[src/rtl/proc_fetch_unit_pkg.sv]
`default_nettype none
// ============================================================================
// proc_fetch_unit_pkg : shared types and constants for the TinyRV1 fetch stage
// Revision 1.0
// ============================================================================
package proc_fetch_unit_pkg;

  localparam logic [31:0] C_RESET_PC = 32'h0000_0200;
  localparam logic [31:0] C_PC_STEP  = 32'd4;

  typedef struct packed {
    logic [31:0] inst;
    logic [31:0] pc;
  } f2d_entry_t;

  function automatic logic [31:0] pc_incr(input logic [31:0] pc);
    return pc + C_PC_STEP;
  endfunction

endpackage
`default_nettype wire

[src/rtl/proc_fetch_unit_queue.sv]
`default_nettype none
// ============================================================================
// proc_fetch_unit_queue : circular FIFO buffering fetched {inst, pc} entries
// Revision 1.0
// ============================================================================
module proc_fetch_unit_queue #(
  parameter int DEPTH = 2,
  parameter int W     = 64
) (
  input  logic                       clk,
  input  logic                       rst,
  input  logic                       i_enq,
  input  logic                       i_deq,
  input  logic                       i_clear,
  input  logic [W-1:0]               i_data,
  output logic [W-1:0]               o_data,
  output logic                       o_full,
  output logic                       o_empty,
  output logic [$clog2(DEPTH+1)-1:0] o_count
);

  localparam int CW = $clog2(DEPTH+1);
  localparam int IW = (DEPTH > 1) ? $clog2(DEPTH) : 1;

  logic [W-1:0]  r_mem [DEPTH];
  logic [IW-1:0] r_wr;
  logic [IW-1:0] r_rd;
  logic [CW-1:0] r_count;
  logic          w_do_enq;
  logic          w_do_deq;

  function automatic logic [IW-1:0] bump(input logic [IW-1:0] p);
    return (p == IW'(DEPTH-1)) ? '0 : p + IW'(1);
  endfunction

  // Clear discards both the stored entries and any enqueue in the same cycle.
  assign w_do_enq = i_enq & ~i_clear;
  assign w_do_deq = i_deq & ~i_clear & (r_count != '0);

  always_ff @(posedge clk) begin
    if (rst || i_clear) begin
      r_wr    <= '0;
      r_rd    <= '0;
      r_count <= '0;
    end else begin
      if (w_do_enq) r_wr <= bump(r_wr);
      if (w_do_deq) r_rd <= bump(r_rd);
      r_count <= r_count + CW'(w_do_enq) - CW'(w_do_deq);
    end
  end

  always_ff @(posedge clk) begin
    if (w_do_enq) r_mem[r_wr] <= i_data;
  end

  assign o_data  = r_mem[r_rd];
  assign o_full  = (r_count == CW'(DEPTH));
  assign o_empty = (r_count == '0);
  assign o_count = r_count;

endmodule
`default_nettype wire

[src/rtl/proc_fetch_unit.sv]
`default_nettype none
// ============================================================================
// proc_fetch_unit : TinyRV1 F stage - PC, credit-limited imem requests,
//                   in-order response queue, redirect with stale-drop counting
// Revision 1.0
// ============================================================================
module proc_fetch_unit
  import proc_fetch_unit_pkg::*;
#(
  parameter logic [31:0] RESET_PC = C_RESET_PC,
  parameter int          DEPTH    = 2
) (
  input  logic        clk,
  input  logic        rst,
  output logic        o_imemreq_val,
  input  logic        i_imemreq_rdy,
  output logic [31:0] o_imemreq_addr,
  input  logic        i_imemresp_val,
  input  logic [31:0] i_imemresp_data,
  input  logic        i_redirect_val,
  input  logic [31:0] i_redirect_target,
  output logic        o_f2d_val,
  output logic [31:0] o_f2d_inst,
  output logic [31:0] o_f2d_pc,
  input  logic        i_d2f_rdy
);

  localparam int CW = $clog2(DEPTH+1);

  logic [31:0]   r_pc_f;
  logic [31:0]   r_resp_pc;
  logic [CW-1:0] r_live;
  logic [CW-1:0] r_drop;

  logic          w_deq;
  logic          w_fire;
  logic          w_stale;
  logic          w_enq;
  logic          w_full;
  logic          w_empty;
  logic [CW-1:0] w_occ;
  logic [CW-1:0] w_occ_after;
  logic [CW:0]   w_credit_sum;
  f2d_entry_t    w_enq_entry;
  f2d_entry_t    w_head;

  assign w_deq       = o_f2d_val & i_d2f_rdy;
  assign w_occ_after = i_redirect_val ? '0 : (w_occ - CW'(w_deq));
  // A request is only issued when a queue slot is guaranteed for its response.
  assign w_credit_sum   = {1'b0, r_live} + {1'b0, w_occ_after};
  assign o_imemreq_val  = ~rst & (w_credit_sum < (CW+1)'(DEPTH));
  assign o_imemreq_addr = i_redirect_val ? i_redirect_target : r_pc_f;
  assign w_fire         = o_imemreq_val & i_imemreq_rdy;

  assign w_stale = i_imemresp_val & (i_redirect_val | (r_drop != '0));
  assign w_enq   = i_imemresp_val & ~w_stale;

  assign w_enq_entry.inst = i_imemresp_data;
  assign w_enq_entry.pc   = r_resp_pc;

  always_ff @(posedge clk) begin
    if (rst) begin
      r_pc_f    <= RESET_PC;
      r_resp_pc <= RESET_PC;
      r_live    <= '0;
      r_drop    <= '0;
    end else begin
      if (w_fire)              r_pc_f <= pc_incr(o_imemreq_addr);
      else if (i_redirect_val) r_pc_f <= i_redirect_target;

      if (i_redirect_val) begin
        // Everything still in flight, minus this cycle's arrival, becomes stale.
        r_resp_pc <= i_redirect_target;
        r_live    <= CW'(w_fire);
        r_drop    <= r_drop + r_live - CW'(i_imemresp_val);
      end else begin
        if (w_enq) r_resp_pc <= pc_incr(r_resp_pc);
        r_live <= r_live + CW'(w_fire) - CW'(w_enq);
        if (w_stale) r_drop <= r_drop - CW'(1);
      end
    end
  end

  proc_fetch_unit_queue #(
    .DEPTH (DEPTH),
    .W     ($bits(f2d_entry_t))
  ) u_queue (
    .clk     (clk),
    .rst     (rst),
    .i_enq   (w_enq),
    .i_deq   (w_deq),
    .i_clear (i_redirect_val),
    .i_data  (w_enq_entry),
    .o_data  (w_head),
    .o_full  (w_full),
    .o_empty (w_empty),
    .o_count (w_occ)
  );

  assign o_f2d_val  = ~rst & ~w_empty & ~i_redirect_val;
  assign o_f2d_inst = w_head.inst;
  assign o_f2d_pc   = w_head.pc;

  a_no_overflow: assert property (@(posedge clk) disable iff (rst)
    !(w_enq && w_full));

  a_no_drop_underflow: assert property (@(posedge clk) disable iff (rst)
    !(i_redirect_val && (({1'b0, r_drop} + {1'b0, r_live}) < (CW+1)'(i_imemresp_val))));

endmodule
`default_nettype wire
[config.mk]
export PLATFORM = sky130hd
export DESIGN_NAME = proc_fetch_unit
export DESIGN_NICKNAME = d
export VERILOG_FILES = /design/src/rtl/proc_fetch_unit_pkg.sv /design/src/rtl/proc_fetch_unit_queue.sv /design/src/rtl/proc_fetch_unit.sv
export SDC_FILE = /design/constraint.sdc
export NUM_CORES = 1
export LEC_CHECK = 0
export ABC_AREA = 1
export BUFFER_PORTS_ARGS = -buffer_cell sky130_fd_sc_hd__buf_2
export CORE_AREA = 5 5 153 155
export DETAILED_ROUTE_END_ITERATION = 8
export DIE_AREA = 0 0 158 160
export GPL_ROUTABILITY_DRIVEN = 0
export PLACE_DENSITY = 0.74
export SLEW_MARGIN = 10
export SYNTH_ARGS = -nofsm -noshare
export SYNTH_HDL_FRONTEND = slang
export SYNTH_SLANG_ARGS = --single-unit
export TNS_END_PERCENT = 100
[constraint.sdc]
create_clock -name clk -period 4.67 [get_ports clk]
set_input_delay 0.7005 -clock clk [delete_from_list [all_inputs] [get_ports clk]]
set_output_delay 0.7005 -clock clk [all_outputs]
set_load 0.02 [all_outputs]
=== After elaboration in Yosys (flattened, before gate mapping) ===
Memories as Yosys holds them, arrays and structs flattened. A register that Yosys moved wholly into a read port is not among the register bits.
Cells that the tools add are included.

* Latch bits: 0
* Input bits: 70
* Memory bits (read-only): 0
* RAM bits: 128
* Word-level logic and storage cells: 59
* Memories kept: 1
* Bits in registers: 72

{| class="wikitable"
|+ Memories
! memory !! words !! width !! rd ports !! clocked after Yosys merged registers in !! write ports !! line !! RTL
|-
| u_queue.r_mem || 2 || 64 || 1 || 1 || 1 || proc_fetch_unit_queue.sv:25 || <nowiki>logic [W-1:0] r_mem [DEPTH];</nowiki>
|}

* Reductions and logical operators: 7
* Add/subtract/negate cells: 13
* Divide/modulo/power cells: 0
* Magnitude comparators: 1
* Multiply operators: 0
* Bitwise gates (word level): 15
* Shifts and indexed selects: 0
* Equal/unequal tests: 0
* Muxes and demuxes: 14

{| class="wikitable"
|+ Operator list
! cell !! number
|-
| $mux 32 || 4
|-
| $add 32x3->32 const B || 2
|-
| $and 1x1->1 || 10
|-
| $reduce_bool 2->1 || 4
|-
| $sub 2x1->2 || 4
|-
| $mux 1 || 7
|-
| $mux 2 || 3
|-
| $add 2x1->2 || 2
|-
| $not 1->1 || 4
|-
| $add 2x2->3 || 1
|-
| $lt 3x2->1 const B || 1
|-
| $add 1x1->1 const B || 2
|-
| $add 2x2->2 || 1
|-
| $logic_not 2->1 || 1
|-
| $reduce_or 2->1 || 1
|-
| $sub 2x1->2 const B || 1
|-
| $logic_or 1x1->1 || 1
|-
| $or 1x1->1 || 1
|}

=== Depth between registers and ports, before layout ===
Gate-level depths: netlist (run 1).

* Depth after elaboration: 14
* Gate-level depth with buffers: 22
* Gate-level depth less buffers: 19

=== Hierarchy ===
A second synthesis (run 1) with hierarchy kept.

* Cell total of the unflattened synthesis: 960
* Area total of the unflattened synthesis: 9696.8 µm²

{| class="wikitable"
|+ Modules (own cells, without submodules)
! module !! sequential area each (µm²) !! area each (µm²) !! times used !! cells each
|-
| proc_fetch_unit_queue || 3943.8 || 5183.7 || 1 || 242
|-
| proc_fetch_unit || 1361.3 || 4513.1 || 1 || 718
|}

=== Worst setup path before layout (run 1) ===
Ideal clock, no wire load.

* Path kind: input to register
* Start point: input port i_redirect_val
* End point: memory u_queue.r_mem[1][0] (enable)
* Data required time: 4182 ps
* Arrival: 4101 ps
* Buffers on the path: 3
* Stages: 6
* Slack: 82 ps
* Setup time: 488 ps
* Cells stage by stage: buf_6 > buf_12 > buf_12 > nor2_4 > inv_1 > nor2_1

* Word-level cells in the longest chain between the ends: 7
* Elaborated cells on any way between the ends: 8
* Classes of those cells: mux (2); bitwise (6)

{| class="wikitable"
|+ Ends and longest elaborated chain
! what !! line !! RTL
|-
| from (decl) || proc_fetch_unit.sv:20 || <nowiki>input logic i_redirect_val,</nowiki>
|-
| $or 1x1->1 || proc_fetch_unit.sv:55 || <nowiki>assign w_stale = i_imemresp_val & (i_redirect_val | (r_drop != '0));</nowiki>
|-
| $and 1x1->1 || proc_fetch_unit.sv:55 ||
|-
| $not 1->1 || proc_fetch_unit.sv:56 || <nowiki>assign w_enq = i_imemresp_val & ~w_stale;</nowiki>
|-
| $and 1x1->1 || proc_fetch_unit.sv:56 ||
|-
| $and 1x1->1 * || proc_fetch_unit_queue.sv:37 || <nowiki>assign w_do_enq = i_enq & ~i_clear;</nowiki>
|-
| $mux 1 * || proc_fetch_unit_queue.sv:53 || <nowiki>if (w_do_enq) r_mem[r_wr] <= i_data;</nowiki>
|-
| $mux 1 (implied by the code) * || proc_fetch_unit_queue.sv:53 ||
|-
| to (decl) || proc_fetch_unit_queue.sv:25 ||
|}

Mark *: on every way between the ends. The rest lies on a longest branch, timed or not.

=== Final worst setup path (run 1) ===
* Start point: input port i_redirect_val
* End point: output port o_imemreq_val

* Word-level cells in the longest chain between the ends: 8

{| class="wikitable"
|+ Ends and longest elaborated chain
! what !! line !! RTL
|-
| $not 1->1 || proc_fetch_unit.sv:100 || <nowiki>assign o_f2d_val = ~rst & ~w_empty & ~i_redirect_val;</nowiki>
|-
| $and 1x1->1 || proc_fetch_unit.sv:100 ||
|-
| $and 1x1->1 || proc_fetch_unit.sv:47 || <nowiki>assign w_deq = o_f2d_val & i_d2f_rdy;</nowiki>
|-
| $sub 2x1->2 || proc_fetch_unit.sv:48 || <nowiki>assign w_occ_after = i_redirect_val ? '0 : (w_occ - CW'(w_deq));</nowiki>
|-
| $mux 2 * || proc_fetch_unit.sv:48 ||
|-
| $add 2x2->3 * || proc_fetch_unit.sv:50 || <nowiki>assign w_credit_sum = {1'b0, r_live} + {1'b0, w_occ_after};</nowiki>
|-
| $lt 3x2->1 * || proc_fetch_unit.sv:51 || <nowiki>assign o_imemreq_val = ~rst & (w_credit_sum < (CW+1)'(DEPTH));</nowiki>
|-
| $and 1x1->1 * || proc_fetch_unit.sv:51 ||
|-
| to (decl) || proc_fetch_unit.sv:15 || <nowiki>output logic o_imemreq_val,</nowiki>
|}

Marked as above.

==> impl_metrics.csv, run 1 <==
group,metric,value,unit
worst_setup_path,critPathCapture,"o_imemreq_val",
cts,cts_inserted_buffers,23,
worst_setup_path,path_cells,"buf_2 > nor2_8 > clkinv_1 > nor2_1 > nand2_1 > inv_1 > ha_1 > nor3b_1 > fa_1 > nor2_1 > nand2_1 > inv_1 > buf_2",
global_route,grt_max_degree,48,
worst_setup_path,crit_path_start_kind,"input pin",
power_and_ir_drop,powerDensity,375.7,nW/um^2
logic_synthesis,postSynthAreaPerCell,10.01,um^2
finish,fillerInstances,1955,
cts,cts-resized-gates,0,
cts,clk_latency,0.52,ns
logic_synthesis,synth_cell_type_count,46,
logic_synthesis,synth_top_cell_area_share,39.86,%
cts,clock-root-buffer,"clkbuf_16",
sta,skew,0.006760,ns
logic_synthesis,muxShareOfSynthArea,7.474,%
sta,setup_ws,0.9839,ns
logic_synthesis,async_flop_share,0,%
logic_synthesis,synth_area_leaders,"edfxtp_1, dfxtp_1, mux2_2, nand2_1, inv_1",
placement,io_buffers,167,
drt,drc_errors,0,
worst_setup_path,crit_family,"simple AND/OR/NAND/NOR gates",
floorplanning,die_area,25280,um^2
worst_setup_path,cp.buffers_inverters,5,
run,cap_violations,0,
cts,clk_pin_slew,0.06,ns
drt,drt-total-wl,23300,um
drt,vias,7351,
worst_setup_path,cp.depth,13,
sta,whs,0.3696,ns
floorplanning,die_x,158,um
drt,wire_per_inst,16.28,um
sta,min_period,3.686,ns
drt,dr.pass1.iters,5,
worst_setup_path,worst_r2r_path_depth,17,
cts,cts_hold_buf,0,
finish,drive_gt1_share,32.75,%
worst_hold_path,hp-class,"input pin to flip-flop",
placement,dpl-instance-area,10710,um^2
cts,cts.path.max_buffers,3,
finish,post-route-util,52.90,%
sta,tns,0,ns
global_route,track_usage,17.54,%
cts,htreeDepth,1,
drt,drtAntennaViolNets,0,
logic_synthesis,ys_seq_area_share,55.01,%
logic_synthesis,ys_top_cells_by_count,"nand2_1, edfxtp_1, inv_1, dfxtp_1, nor2_1",
logic_synthesis,synth_top_cell_by_area,"edfxtp_1",
placement,post-place-ws,0.5478,ns
global_route,gr-total-overflow,0,
sta,finalSetupViolations,0,
logic_synthesis,synth_nets,1043,
floorplanning,num_rows,54,
worst_setup_path,setup.worst_path.start,"i_redirect_val",
sta,maxSlewHeadroom,32.00,%
sta,period_share,78.93,%
cts,cts_tree,"yes",
worst_setup_path,worst_ep_required_time,3.97,ns
cts,cts_setup_buffers,0,
global_route,grt_pass1_wl,36100,um
floorplanning,dieHeight,160,um
placement,dp_hpwl,16500,um
finish,design_area,11470,um^2
worst_setup_path,critPathKind,"input pin to primary output",
worst_setup_path,rr_startpoint,"u_queue.o_count[1]",
floorplanning,coreArea,21690,um^2
run_status,status,"finished, final reports clean",
logic_synthesis,yosysMostFrequentCell,"nand2_1",
finish,finalNonFillerCells,1431,
finish,area_delta_synth_final,18.98,%
sta,final_max_slew_viol_count,0,
logic_synthesis,synth_simple_gate_area_share,22.98,%
power_and_ir_drop,leakagePower,4.593,nW
logic_synthesis,synth_xor_area_share,1.181,%
global_route,antenna_found_initial,0,
worst_setup_path,r2r-end,"r_live[1]",
cts,numClockSinks,201,
sta,hold_viol_final,0,
drt,drt-initial-drc-count,568,
logic_synthesis,syn_area,9643,um^2
power_and_ir_drop,p_total,4.310,mW
worst_setup_path,r2r_slack,1.37,ns
logic_synthesis,netlist_instances,963,
logic_synthesis,synth_edf_count,128,
logic_synthesis,synth_seq_cells,201,
sta,rsz0062_at_grt,"no",
worst_setup_path,critPathMaxFanout,9,
worst_setup_path,cp_slowest_cell,"fa_1",
worst_setup_path,worstPathArrival,2.99,ns
logic_synthesis,synth_top_family_by_area,"simple AND/OR/NAND/NOR gates",
floorplanning,initial_utilization,44.46,%
worst_setup_path,crit_path_end_kind,"primary output",
logic_synthesis,synth_flop_cell,"edfxtp_1",
placement,dp_cells,1389,
power_and_ir_drop,peakVddDrop,213.8,uV
drt,viasPerCell,5.137,
floorplanning,io_pins,168,
finish,antenna_cells,0,
logic_synthesis,ys_warn_count,0,
sta,fmax,0.2713,GHz
finish,nets,1214,
logic_synthesis,synthAdderAreaFrac,1.375,%
worst_setup_path,slowest_delay,0.46,ns
global_route,grt_pass1_vias,7069,
logic_synthesis,synth_compound_area_share,5.501,%
sta,worst_pin_slew,1.020,ns
worst min-delay path by stage:
stage	depth (start not counted)	start	endpoint
after floorplan	0	r_resp_pc[13]	u_queue.r_mem[0][13]
after global placement	0	r_resp_pc[1]	u_queue.r_mem[0][1]
after detailed placement	0	r_resp_pc[1]	u_queue.r_mem[1][1]
after CTS	1	i_imemresp_data[23]	u_queue.r_mem[1][55]
after global routing	1	i_imemresp_data[23]	u_queue.r_mem[1][55]
final	1	i_imemresp_data[12]	u_queue.r_mem[0][44]
cells by family (layout without fill, tap and decap cells):
kind of cell | count (synthesis) | in the layout
buffers and inverters | 136 | 324
XOR/XNOR | 13 | 13
AO/OA/AOI/OAI | 99 | 99
AND/OR/NAND/NOR | 440 | 440
adder cells (fa/ha/maj) | 10 | 10
flip-flops | 201 | 201
multiplexers | 64 | 64
layout make-up:
cell class              count  area (um^2)  share of cell area (%)
multi-input cells         626         3729                   32.50
flip-flops and latches    201         5306                   46.25
repair buffers            174        913.4                   7.961
clock buffers              32        629.4                   5.485
inverters                 108        412.9                   3.599
clock inverters            10        132.6                   1.156
well taps                 280        350.3                   3.053
worst reg2reg max path: cells and delay by family, from the launching register on:
| family | cells | cell delay (ns) |
|---|---|---|
| XOR/XNOR | 1 | 0.18 |
| buffers and inverters | 3 | 0.48 |
| flip-flops | 1 | 0.39 |
| adder cells (fa/ha/maj) | 3 | 0.83 |
| AND/OR/NAND/NOR | 10 | 1.31 |
sequential cells by signal, summed over array words and instances, names as in the netlist, named ones only:
signal and count:
u_queue.r_wr 1, u_queue.o_count 2, u_queue.r_mem 128, u_queue.r_rd 1, r_pc_f 32, r_drop 2
r_live 2, r_resp_pc 32
power by group:
part / total, mW / internal [mW] / switching (mW)
Clock: 1.79 / 1.07 / 0.721
Combinational: 0.492 / 0.162 / 0.330
Sequential: 2.03 / 1.98 / 0.0489
routing by layer:
metal	share of wire (%)	track usage [%]
met5	0	0
met3	9.5	3.356
met1	45	25.29
met4	1.9	3.994
met2	44	27.55
placed cells by master, fill, tap and decap left out, types with 9 or more instances in the layout:
cell type,Yosys,final
nand3_1,49,49
inv_2,9,9
nand2_4,12,12
nand2_1,179,179
o21ai_0,32,32
clkbuf_16,0,23
nor2_4,9,11
nand4_1,17,17
nand2_2,44,44
ha_1,9,9
a21oi_1,46,46
a31oi_1,11,11
nor2_2,13,13
inv_1,97,97
dfxtp_1,73,72
buf_2,6,167
edfxtp_1,128,128
nor2_1,73,71
nor3_1,24,24
mux2_2,64,64
(Power assumes the default switching activity.)
==> run 2, diff against run 1 <==
--- a/config.mk
+++ b/config.mk
@@ -11,7 +11,7 @@
 export DETAILED_ROUTE_END_ITERATION = 8
 export DIE_AREA = 0 0 158 160
 export GPL_ROUTABILITY_DRIVEN = 0
-export PLACE_DENSITY = 0.74
+export PLACE_DENSITY = 0.72
 export SLEW_MARGIN = 10
 export SYNTH_ARGS = -nofsm -noshare
 export SYNTH_HDL_FRONTEND = slang
==> constraint.sdc (replaced) <==
create_clock -name clk -period 3.4 [get_ports clk]
set_input_delay 0.51 -clock clk [delete_from_list [all_inputs] [get_ports clk]]
set_output_delay 0.51 -clock clk [all_outputs]
set_load 0.02 [all_outputs]
==> run 2 against run 1 <==
Flip-flop and latch count did not move. Cell count up 0.21%. Clock-buffer cell count grew 3. Clock skew is 0.0039 ns higher. Critical path type is now flip-flop to primary output.
==> impl_metrics.csv, run 2 (synthesis results as in run 1) <==
group,metric,value,unit
worst_setup_path,worstPathArrival,2.56,ns
cts,numClockSinks,201,
worst_setup_path,r2r-end,"r_live[1]",
drt,vias,7273,
finish,top_register,"u_queue.r_mem",
worst_setup_path,path_cells,"nor2_1 > nor2_4 > nand2_1 > inv_1 > ha_1 > nor3b_2 > fa_1 > nor2_1 > nand2_1 > inv_1 > buf_2",
sta,maxSlewHeadroom,54.27,%
power_and_ir_drop,pwr-share-clk,39.1,%
sta,tns,0,ns
cts,cts_tree,"yes",
worst_setup_path,crit_family,"simple AND/OR/NAND/NOR gates",
sta,fmax,0.3260,GHz
worst_setup_path,crit_path_end_kind,"primary output",
sta,worst_pin_slew,0.6859,ns
worst_setup_path,r2r_slack,0.38,ns
finish,final_common_cell,"nand2_1",
worst_hold_path,hp-class,"input pin to flip-flop",
power_and_ir_drop,seq_power_share,49.0,%
power_and_ir_drop,peakVddDrop,257.5,uV
finish,drive_gt1_share,32.84,%
worst_setup_path,worst_ep_required_time,2.89,ns
placement,dp_cells,1393,
cts,cts-resized-gates,0,
worst_setup_path,critPathKind,"flip-flop to primary output",
sta,finalSetupViolations,0,
drt,drt-total-wl,23290,um
drt,drtAntennaViolNets,0,
placement,io_buffers,167,
global_route,gr-total-overflow,0,
power_and_ir_drop,powerDensity,496.7,nW/um^2
power_and_ir_drop,p_sw_share,25.43,%
finish,area_delta_synth_final,18.71,%
run_status,status,"finished, final reports clean",
worst_hold_path,holdPathStages,1,
cts,clk_latency,0.50,ns
finish,finalNonFillerCells,1434,
cts,cts_inserted_buffers,23,
drt,wire_per_inst,16.24,um
worst_setup_path,worst_r2r_path_depth,17,
sta,period_share,90.21,%
sta,final_max_slew_viol_count,0,
finish,largest_reg_flops,128,
finish,nets,1218,
worst_setup_path,slowest_delay,0.44,ns
finish,fillerInstances,1941,
drt,viasPerCell,5.072,
drt,drt-initial-drc-count,443,
worst_setup_path,setup.worst_path.start,"u_queue.o_count[1]",
finish,most-common-layout-cells,"nand2_1, buf_2, edfxtp_1, inv_1, dfxtp_1",
floorplanning,coreArea,21690,um^2
floorplanning,dieHeight,160,um
drt,dr.pass1.iters,5,
cts,cts_hold_buf,0,
drt,drc_errors,0,
cts,clock-root-buffer,"clkbuf_16",
sta,skew,0.01065,ns
worst_setup_path,cp_slowest_cell,"fa_1",
floorplanning,die_area,25280,um^2
floorplanning,io_pins,168,
floorplanning,initial_utilization,44.46,%
sta,rsz0062_at_grt,"no",
run,cap_violations,0,
worst_setup_path,cp.buffers_inverters,3,
sta,min_period,3.067,ns
sta,hold_viol_final,0,
cts,htreeDepth,1,
floorplanning,die_x,158,um
global_route,grt_pass1_wl,37130,um
power_and_ir_drop,switchingPower,1.446,mW
worst_setup_path,critPathMaxFanout,3,
worst_hold_path,worstHoldStart,"i_imemresp_data[10]",
worst_setup_path,crit_path_start_kind,"flip-flop",
placement,dp_hpwl,16530,um
finish,largestRegisters,"u_queue.r_mem (128), r_pc_f (32), r_resp_pc (32)",
cts,clk_pin_slew,0.06,ns
finish,antenna_cells,0,
global_route,grt_pass1_vias,7237,
worst_setup_path,rr_startpoint,"u_queue.o_count[1]",
power_and_ir_drop,internal-power,4.240,mW
power_and_ir_drop,leakagePower,4.573,nW
cts,cts.path.max_buffers,3,
power_and_ir_drop,combPwrFrac,11.9,%
worst_hold_path,worstHoldEndpoint,"u_queue.r_mem[0][42]",
global_route,grt_max_degree,65,
cts,cts_setup_buffers,0,
global_route,antenna_found_initial,0,
floorplanning,num_rows,54,
global_route,track_usage,17.97,%
run 2: changes by cell type in the layout (fill, tap and decap cells not counted), sizes merged:
| cell | previous run | this run |
|---|---|---|
| bufinv | 2 | 0 |
| clkinvlp | 2 | 1 |
| clkbuf | 32 | 35 |
| buf | 174 | 178 |
| clkinv | 4 | 6 |
| inv | 110 | 107 |
run 2: cell type report:
cell class              instances  area [um^2]  share of cell area [%]
clock buffers                  35        640.6                   5.596
clock inverters                 6        32.53                  0.2842
inverters                     108        420.4                   3.673
multi-input cells             626         3741                   32.68
flip-flops and latches        201         5306                   46.35
well taps                     280        350.3                   3.060
repair buffers                178        955.9                   8.351
run 2: worst max path at each step:
stage	depth (start not counted)	to	slack [ns]
after floorplan	21	r_live[1]	0.009
after global placement	17	r_pc_f[15]	0.17
after detailed placement	17	r_pc_f[15]	0.05
after CTS	11	o_imemreq_val	0.29
after global routing	16	r_pc_f[25]	0.12
final	11	o_imemreq_val	0.33
run 2: stage by stage:
stage	worst slack [ns]	total power [mW]	utilization, %	hold WS, ns	area, um^2
6_report	0.3327	5.686	52.78	0.2039	11450
2_1_floorplan	0.009159	3.285	-	0.4202	9671
5_1_grt	0.1191	5.933	52.78	0.1891	11450
3_5_place_dp	0.05238	3.517	49.68	0.4449	10770
4_1_cts	0.2883	5.748	52.78	0.1779	11450
3_3_place_gp	0.1717	3.498	49.68	0.4360	10770
run 2: per-layer routing:
metal	vias up	part of all wire (%)	track usage [%]
met5	-	0	0
met3	33	9.1	3.410
met4	0	1.7	3.955
met1	3364	45	26.70
li1	3606	-	-
met2	270	44	27.42
run 2: power groups by stage:
stage          clock (mW)  sequential (mW)  combinational, mW
2_1_floorplan           0             2.81              0.470
3_3_place_gp            0             2.83              0.669
3_5_place_dp            0             2.84              0.680
4_1_cts              2.28             2.79              0.684
5_1_grt              2.39             2.80              0.748
6_report             2.22             2.79              0.679
